File: src/rtl/tank_pump_controller.sv
// tank_pump_controller: debounced level-driven pump sequencer with hysteresis, holdoff, dry-run fault
module tank_pump_controller #(
  parameter int DEBOUNCE_CYCLES = 16,
  parameter int MIN_OFF_CYCLES  = 1024,
  parameter int MAX_RUN_CYCLES  = 65536,
  parameter int BUZZ_PERIOD     = 256
) (
  input  logic       clk,
  input  logic       rst,
  input  logic [1:0] level,
  input  logic       level_valid,
  input  logic       manual_stop,
  input  logic       alarm_ack,
  output logic       motor,
  output logic       led,
  output logic       buzzer,
  output logic       fault,
  output logic [2:0] state
);
  localparam logic [2:0] S_IDLE = 3'd0, S_FILL = 3'd1, S_NEAR = 3'd2, S_HOLD = 3'd3, S_FAULT = 3'd4;
  localparam int DW = $clog2(DEBOUNCE_CYCLES + 1);
  localparam int RW = $clog2(MAX_RUN_CYCLES + 1);
  localparam int OW = $clog2(MIN_OFF_CYCLES + 1);
  localparam int BW = $clog2(BUZZ_PERIOD + 1);
  localparam logic [DW-1:0] DB_DONE  = DW'(DEBOUNCE_CYCLES);
  localparam logic [RW-1:0] RUN_LAST = RW'(MAX_RUN_CYCLES - 1);
  localparam logic [OW-1:0] OFF_LAST = OW'(MIN_OFF_CYCLES - 1);
  localparam logic [BW-1:0] BUZ_LAST = BW'(BUZZ_PERIOD - 1);
  logic [1:0] raw, stable_level;
  logic [DW-1:0] db_cnt, db_next;
  logic [RW-1:0] run_timer;
  logic [OW-1:0] off_timer;
  logic [BW-1:0] buzz_cnt;
  logic buzz_on, timeout, low, full, running;
  logic [2:0] nxt;
  assign timeout = run_timer == RUN_LAST;
  assign low     = stable_level <= 2'd1;
  assign full    = stable_level == 2'd3;
  assign running = state == S_FILL || state == S_NEAR;
  assign motor   = running;
  assign led     = low;
  assign fault   = state == S_FAULT;
  assign buzzer  = fault || (state == S_NEAR && buzz_on);
  // Saturating run length of identical raw samples
  always_comb db_next = (level != raw) ? DW'(1) : (db_cnt == DB_DONE) ? db_cnt : db_cnt + DW'(1);
  // Next state: timeout outranks manual stop, which outranks level
  always_comb begin
    nxt = state;
    case (state)
      S_IDLE:  nxt = (low && !manual_stop) ? S_FILL : S_IDLE;
      S_FILL:  nxt = timeout ? S_FAULT : (manual_stop || full) ? S_HOLD : (stable_level == 2'd2) ? S_NEAR : S_FILL;
      S_NEAR:  nxt = timeout ? S_FAULT : (manual_stop || full) ? S_HOLD : low ? S_FILL : S_NEAR;
      S_HOLD:  nxt = (off_timer == OFF_LAST) ? S_IDLE : S_HOLD;
      S_FAULT: nxt = alarm_ack ? S_HOLD : S_FAULT;
      default: nxt = S_IDLE;
    endcase
  end
  // Debounce: only valid samples advance the filter
  always_ff @(posedge clk or posedge rst)
    if (rst) begin
      raw          <= 2'd3;
      db_cnt       <= '0;
      stable_level <= 2'd3;
    end else if (level_valid) begin
      raw    <= level;
      db_cnt <= db_next;
      if (db_next == DB_DONE) stable_level <= level;
    end
  // State register plus run, off and buzzer timers
  always_ff @(posedge clk or posedge rst)
    if (rst) begin
      state     <= S_IDLE;
      run_timer <= '0;
      off_timer <= '0;
      buzz_cnt  <= '0;
      buzz_on   <= 1'b0;
    end else begin
      state     <= nxt;
      run_timer <= (state == S_IDLE && nxt == S_FILL) ? '0 : (running && !timeout) ? run_timer + RW'(1) : run_timer;
      off_timer <= (nxt == S_HOLD && state != S_HOLD) ? '0 : (state == S_HOLD && off_timer != OFF_LAST) ? off_timer + OW'(1) : off_timer;
      buzz_cnt  <= (state != S_NEAR || buzz_cnt == BUZ_LAST) ? '0 : buzz_cnt + BW'(1);
      buzz_on   <= (state != S_NEAR) ? 1'b1 : (buzz_cnt == BUZ_LAST) ? ~buzz_on : buzz_on;
    end
endmodule

File: config.mk
export PLATFORM = sky130hd
export DESIGN_NAME = tank_pump_controller
export DESIGN_NICKNAME = d
export VERILOG_FILES = /design/src/rtl/tank_pump_controller.sv
export SDC_FILE = /design/constraint.sdc
export NUM_CORES = 1
export LEC_CHECK = 0
export BUFFER_PORTS_ARGS = -buffer_cell sky130_fd_sc_hd__buf_2
export CAP_MARGIN = 15
export CORE_MARGIN = 1
export CORE_UTILIZATION = 45
export CTS_BUF_LIST = sky130_fd_sc_hd__clkbuf_4 sky130_fd_sc_hd__clkbuf_8 sky130_fd_sc_hd__clkbuf_16
export CTS_CLUSTER_SIZE = 40
export DETAILED_ROUTE_END_ITERATION = 7
export HOLD_SLACK_MARGIN = 0.08
export SLEW_MARGIN = 20
export SYNTH_ARGS = -nofsm -noshare
export SYNTH_HDL_FRONTEND = slang
export SYNTH_SLANG_ARGS = --single-unit
export TNS_END_PERCENT = 50
File: constraint.sdc
create_clock -name clk -period 4.7 [get_ports clk]
set_input_delay 0 -clock clk [delete_from_list [all_inputs] [get_ports clk]]
set_output_delay 0 -clock clk [all_outputs]
set_load 0.01 [all_outputs]
Yosys cells after proc, flatten, opt, wreduce, memory -nomap -nowiden
Cells that the tools add are included.
{"block": "word_totals", "out_inout_bits": 7, "word_cells": 67, "in_bits": 7, "register_bits": 50}
{"block": "classes", "addsub": 4, "mux": 19, "order_cmp": 1, "n_eq_ne": 17, "reduce_logical": 17, "n_bitwise": 1}
{"op": "17-bit 2-to-1 mux", "n": 2}
{"op": "11-bit 2-to-1 mux", "n": 2}
{"op": "17-bit by 1-bit adder with 17-bit output (second input constant)", "n": 1}
{"op": "17-bit by 16-bit equality test with 1-bit output (second input constant)", "n": 1}
{"op": "3-bit case mux with 5 select lines", "n": 1}
{"op": "11-bit by 1-bit adder with 11-bit output (second input constant)", "n": 1}
{"op": "11-bit by 10-bit equality test with 1-bit output (second input constant)", "n": 1}
{"op": "11-bit by 10-bit != test with 1-bit output (second input constant)", "n": 1}
{"op": "5-bit equality test (second input constant)", "n": 2}
{"op": "2-bit 2-to-1 mux", "n": 5}
{"op": "5-bit 2-to-1 mux", "n": 2}
{"op": "9-bit by 1-bit adder with 9-bit output (second input constant)", "n": 1}
{"op": "3-bit by 2-bit equality test with 1-bit output (second input constant)", "n": 3}
{"op": "9-bit by 8-bit equality test with 1-bit output (second input constant)", "n": 1}
{"op": "3-bit 2-to-1 mux", "n": 3}
{"op": "9-bit 2-to-1 mux", "n": 1}
{"op": "3-bit by 1-bit equality test with 1-bit output (second input constant)", "n": 2}
{"op": "1-bit logical AND", "n": 6}
{"op": "3-bit by 2-bit != test with 1-bit output (second input constant)", "n": 2}
{"op": "2-bit nonzero test", "n": 3}
{"op": "5-bit by 1-bit adder with 5-bit output (second input constant)", "n": 1}
{"op": "2-bit equality test (second input constant)", "n": 2}
{"op": "1-bit logical OR", "n": 4}
{"op": "3-bit equality test (second input constant)", "n": 1}
{"op": "other kinds (7)", "n": 10}

Longest topological paths before layout
{"block": "depth", "depth_word": 8, "mapped_depth": 8}

Worst setup path after synthesis
Ideal clock, no wire load.
{"block": "synth_timing", "path_type": "register -> register", "from": "register run_timer[0]", "to": "register run_timer[8]", "t_arrival_ns": 2.126, "required_time_ns": 4.568, "path_buffers": 0, "period_less_slack_ns": 2.257, "path_stages_with_launch": 9, "setup_time_ns": 0.132, "setup_slack_ns": 2.443, "cell_sequence": "dfrtp_1 -> ha_1 -> and4_1 -> and3_1 -> ha_1 -> nor4b_1 -> nand4_1 -> xor2_1 -> nor2_1"}
{"block": "synth_between", "elab_chain_cells": 6}
{"element": "start: declaration", "line": "31", "text": "logic [RW-1:0] run_timer;"}
{"element": "start signal: assignment", "line": "79", "text": "run_timer <= (state == S_IDLE && nxt == S_FILL) ? '0 : (running && !timeout) ? run_timer + RW'(1) : run_timer;"}
{"element": "17-bit by 16-bit equality test with 1-bit output", "line": "36", "text": "assign timeout = run_timer == RUN_LAST;"}
{"element": "3-bit 2-to-1 mux (on tied branches)", "line": "52, 51"}
{"element": "3-bit case mux with 5 select lines", "line": "49", "text": "case (state)"}
{"element": "3-bit by 1-bit equality test with 1-bit output", "line": "79"}
{"element": "1-bit logical AND", "line": "79"}
{"element": "17-bit 2-to-1 mux or 2-bit nonzero test (tied branches)"}
Parallel ways exist; a longest one is shown, timed or not. The select of a mux whose other input is x is not followed.
A chain may end at the register's enable or synchronous reset.

Final worst setup path
{"block": "layout_timing", "from": "register run_timer[0]", "to": "register state[1]"}
{"block": "layout_between", "elab_chain_cells": 3}
{"element": "17-bit by 16-bit equality test with 1-bit output *", "line": "36"}
{"element": "3-bit 2-to-1 mux (on tied branches)", "line": "52, 51"}
{"element": "3-bit case mux with 5 select lines *", "line": "49"}
{"element": "net nxt[1]", "line": "35", "text": "logic [2:0] nxt;"}
{"element": "end signal: assignment", "line": "78", "text": "state <= nxt;"}
{"element": "end: declaration", "line": "18", "text": "output logic [2:0] state"}
The timed path passes the listed nets; every way through them passes the cells marked *.

==> impl_metrics.ini <==
[layout]
nets = 303
syn2layout_area_growth_pct = 10.76
drive_above_1_share_pct = 13.79
fillers = 512
antennaDiodeCount = 0

[global_routing]
antenna_found_initial = 0
gr-total-overflow = 0
grt_max_degree = 51
grt_usage_pct = 17.88
grt_pass1_wl_um = 8542
grt_pass1_vias = 1871

[pwr]
p_int_uw = 857.1
ir_drop_uv = 183.6
power_density_nw_per_um2 = 461.3
seqPwrFrac_pct = 47.3
sw_frac_of_total_pct = 35.88
combPwrFrac_pct = 30.3
p_sw_uw = 479.6
leakagePower_nw = 1.282
clkPwrFrac_pct = 22.4

[synthesis]
synth_nets = 286
synth_top_area_cell = dfrtp_1
synth_ff_type = dfrtp_1
synth.top_cells.by_count = 46 x dfrtp_1, 39 x nor2_1, 23 x nand2_1
syn_inst = 272
ys_ff_latch = 50
ys_top_cells_by_area = dfrtp_1 44%, xor2_1 6.4%, nor2_1 5.6%
ys_warn_count = 0
netlist.area_leader.share_pct = 44.00
async_flop_share_pct = 100.0
synth_area_per_cell_um2 = 9.619
synth_edf_count = 0
seq_area_frac_synth_pct = 48.02
yosysMostFrequentCell = dfrtp_1
synth_cell_types = 52
syn_area_um2 = 2616

[floorplan]
die_height_um = 78.25
chipWidth_um = 78.25
pin_count = 14
dieArea_um2 = 6123
core_um2 = 5540
rows = 27
initial_core_util_pct = 47.22

[critical_path]
worstRegToRegCells = 8
r2r_slack_ps = 2030
startpoint_type = flip-flop
crit_type = reg2reg
timing.rr.end = state[1]$_DFF_PP0_
rr_startpoint = run_timer[0]$_DFFE_PP0P_
worstPathMaxFanout = 9
crit_required_ps = 4950
worstPathArrival_ps = 2920
endpoint_kind = flip-flop

[sta]
min_period_ps = 2667
fin_crit_sh_pct = 56.74
tns_ps = 0
fmax_mhz = 375.0
hold_viol = 0
rsz0062_at_grt = no
fin_skew_ps = 7.107
worstMarginPinSlew_ps = 840.0
max_slew_margin_pct = 43.94
hold-worst-slack_ps = 380.8
setup_viol = 0
slew_violations = 0

[clock_network]
cts_num_sinks = 50
cts_max_level = 2
cts_tree = built
cts_buffer_depth = 2
post_cts_resized = 0
clkTransAtPathRegs_ps = 90
clkLatencyLatePin_ps = 310
cts_buffers = 5
cts-root-buf = clkbuf_8

[placed_design]
gp_congestion = 0.7825
port_buffers = 13
dp_hpwl_um = 3368

[hold_path]
hold_class = in2async

[detailed_routing]
drtPass1Iterations = 4
avgViaCountPerCell = 5.331
drc = 0
vias = 1930
wire_per_inst_um = 13.22
drtAntennaViolNets = 0
drt_iter0_drc = 148
drt-total-wl_um = 4785

[outcome]
status = finished, final reports clean

[job]
max_cap_viol_count = 0
==> routing by layer <==
| layer | up-vias | routed length [µm] | GRT usage [%] |
|---|---|---|---|
| li1 | 971 | - | - |
| met1 | 915 | 2400 | 24.61 |
| met2 | 37 | 2129 | 27.46 |
| met3 | 7 | 178 | 4.070 |
| met4 | 0 | 77 | 6.667 |
| met5 | - | 0 | 0 |
==> flip-flops by register name (all words and copies together) (netlist names) <==
register	cells
buzz_cnt	9
run_timer	17
state	3
off_timer	11
stable_level	2
raw	2
buzz_on	1
db_cnt	5
==> kinds of logic after synthesis <==
family,Yosys count,synth area share [%]
compound gates,36,8.753
buf+inv,20,3.491
flops,50,48.02
simple gates,126,24.87
xor+xnor,27,9.039
fa+ha+maj,7,3.348
mux,6,2.487
==> cell usage in the layout (no fill, tap or decap), types with 2 or more instances in the layout <==
cell type and instances:
and3_1 6, xnor2_1 8, and3b_1 2, clkinv_2 3, mux2_1 2, nand2_1 23
mux2_2 2, o21ai_0 10, ha_1 7, dfrtp_1 46, nand4_1 9, a31oi_1 2
nor3_2 2, and2_1 3, nand3_1 16, nor3_1 9, buf_2 13, or3_1 3
dlygate4sd3_1 7, a21oi_1 10, nor2_1 39, clkbuf_8 5, o31ai_1 2, mux2i_1 2
dfstp_2 4, inv_1 9, nand2b_1 2, nand3b_1 2, xor2_1 19
==> critical path: stages, from the launching register on <==
cell and delay [ps]:
dfrtp_1 420, ha_1 230, and4_1 200, and3_1 180, ha_1 240, nor3_2 520
o21ai_0 190, nand2_1 100, dlygate4sd3_1 540
==> stage by stage <==
| step | std cells | utilization (%) | area [µm²] | total power [mW] | worst slack [ps] |
|---|---|---|---|---|---|
| after floorplan | 272 | - | 2616 | 0.9370 | 2443 |
| after global placement | 347 | 49.05 | 2718 | 1.029 | 2176 |
| after detailed placement | 347 | 49.05 | 2718 | 1.035 | 2145 |
| after CTS | 362 | 52.28 | 2897 | 1.356 | 2010 |
| after global routing | 362 | 52.30 | 2898 | 1.438 | 1854 |
| final | 362 | 52.30 | 2898 | 1.337 | 2033 |
==> worst max path at each step <==
stage / start / to / slack [ps] / cells past startpoint
2_1_floorplan: run_timer[0]$_DFFE_PP0P_ / run_timer[8]$_DFFE_PP0P_ / 2440 / 8
3_3_place_gp: run_timer[0]$_DFFE_PP0P_ / run_timer[8]$_DFFE_PP0P_ / 2180 / 8
3_5_place_dp: run_timer[0]$_DFFE_PP0P_ / run_timer[10]$_DFFE_PP0P_ / 2150 / 8
4_1_cts: run_timer[0]$_DFFE_PP0P_ / state[1]$_DFF_PP0_ / 2010 / 8
5_1_grt: run_timer[0]$_DFFE_PP0P_ / state[1]$_DFF_PP0_ / 1850 / 8
6_report: run_timer[0]$_DFFE_PP0P_ / state[1]$_DFF_PP0_ / 2030 / 8
==> what timing repair did <==
item | CTS | global route
hold endpoints to repair | 56 | 0
hold buffers | 7 | 0
setup endpoints to repair | 0 | 0
buffers inserted | 0 | 0
==> cell type report <==
type                    count  area, µm²  share of cell area, %
well taps                  72      90.09                  3.109
inverters                  10      38.79                  1.339
clock inverters             3      40.04                  1.382
clock buffers               5      68.82                  2.375
flip-flops and latches     50       1256                  43.35
multi-input cells         202       1269                  43.78
repair buffers             20      135.1                  4.663
==> power groups by stage <==
stage | Combinational (mW) | Sequential (mW) | Clock (mW)
finish | 0.404 | 0.633 | 0.300
global route | 0.458 | 0.651 | 0.330
CTS | 0.411 | 0.632 | 0.313
detailed placement | 0.396 | 0.639 | 0
global placement | 0.390 | 0.639 | 0
floorplan | 0.331 | 0.606 | 0
Power figures use the tool's default switching activity.
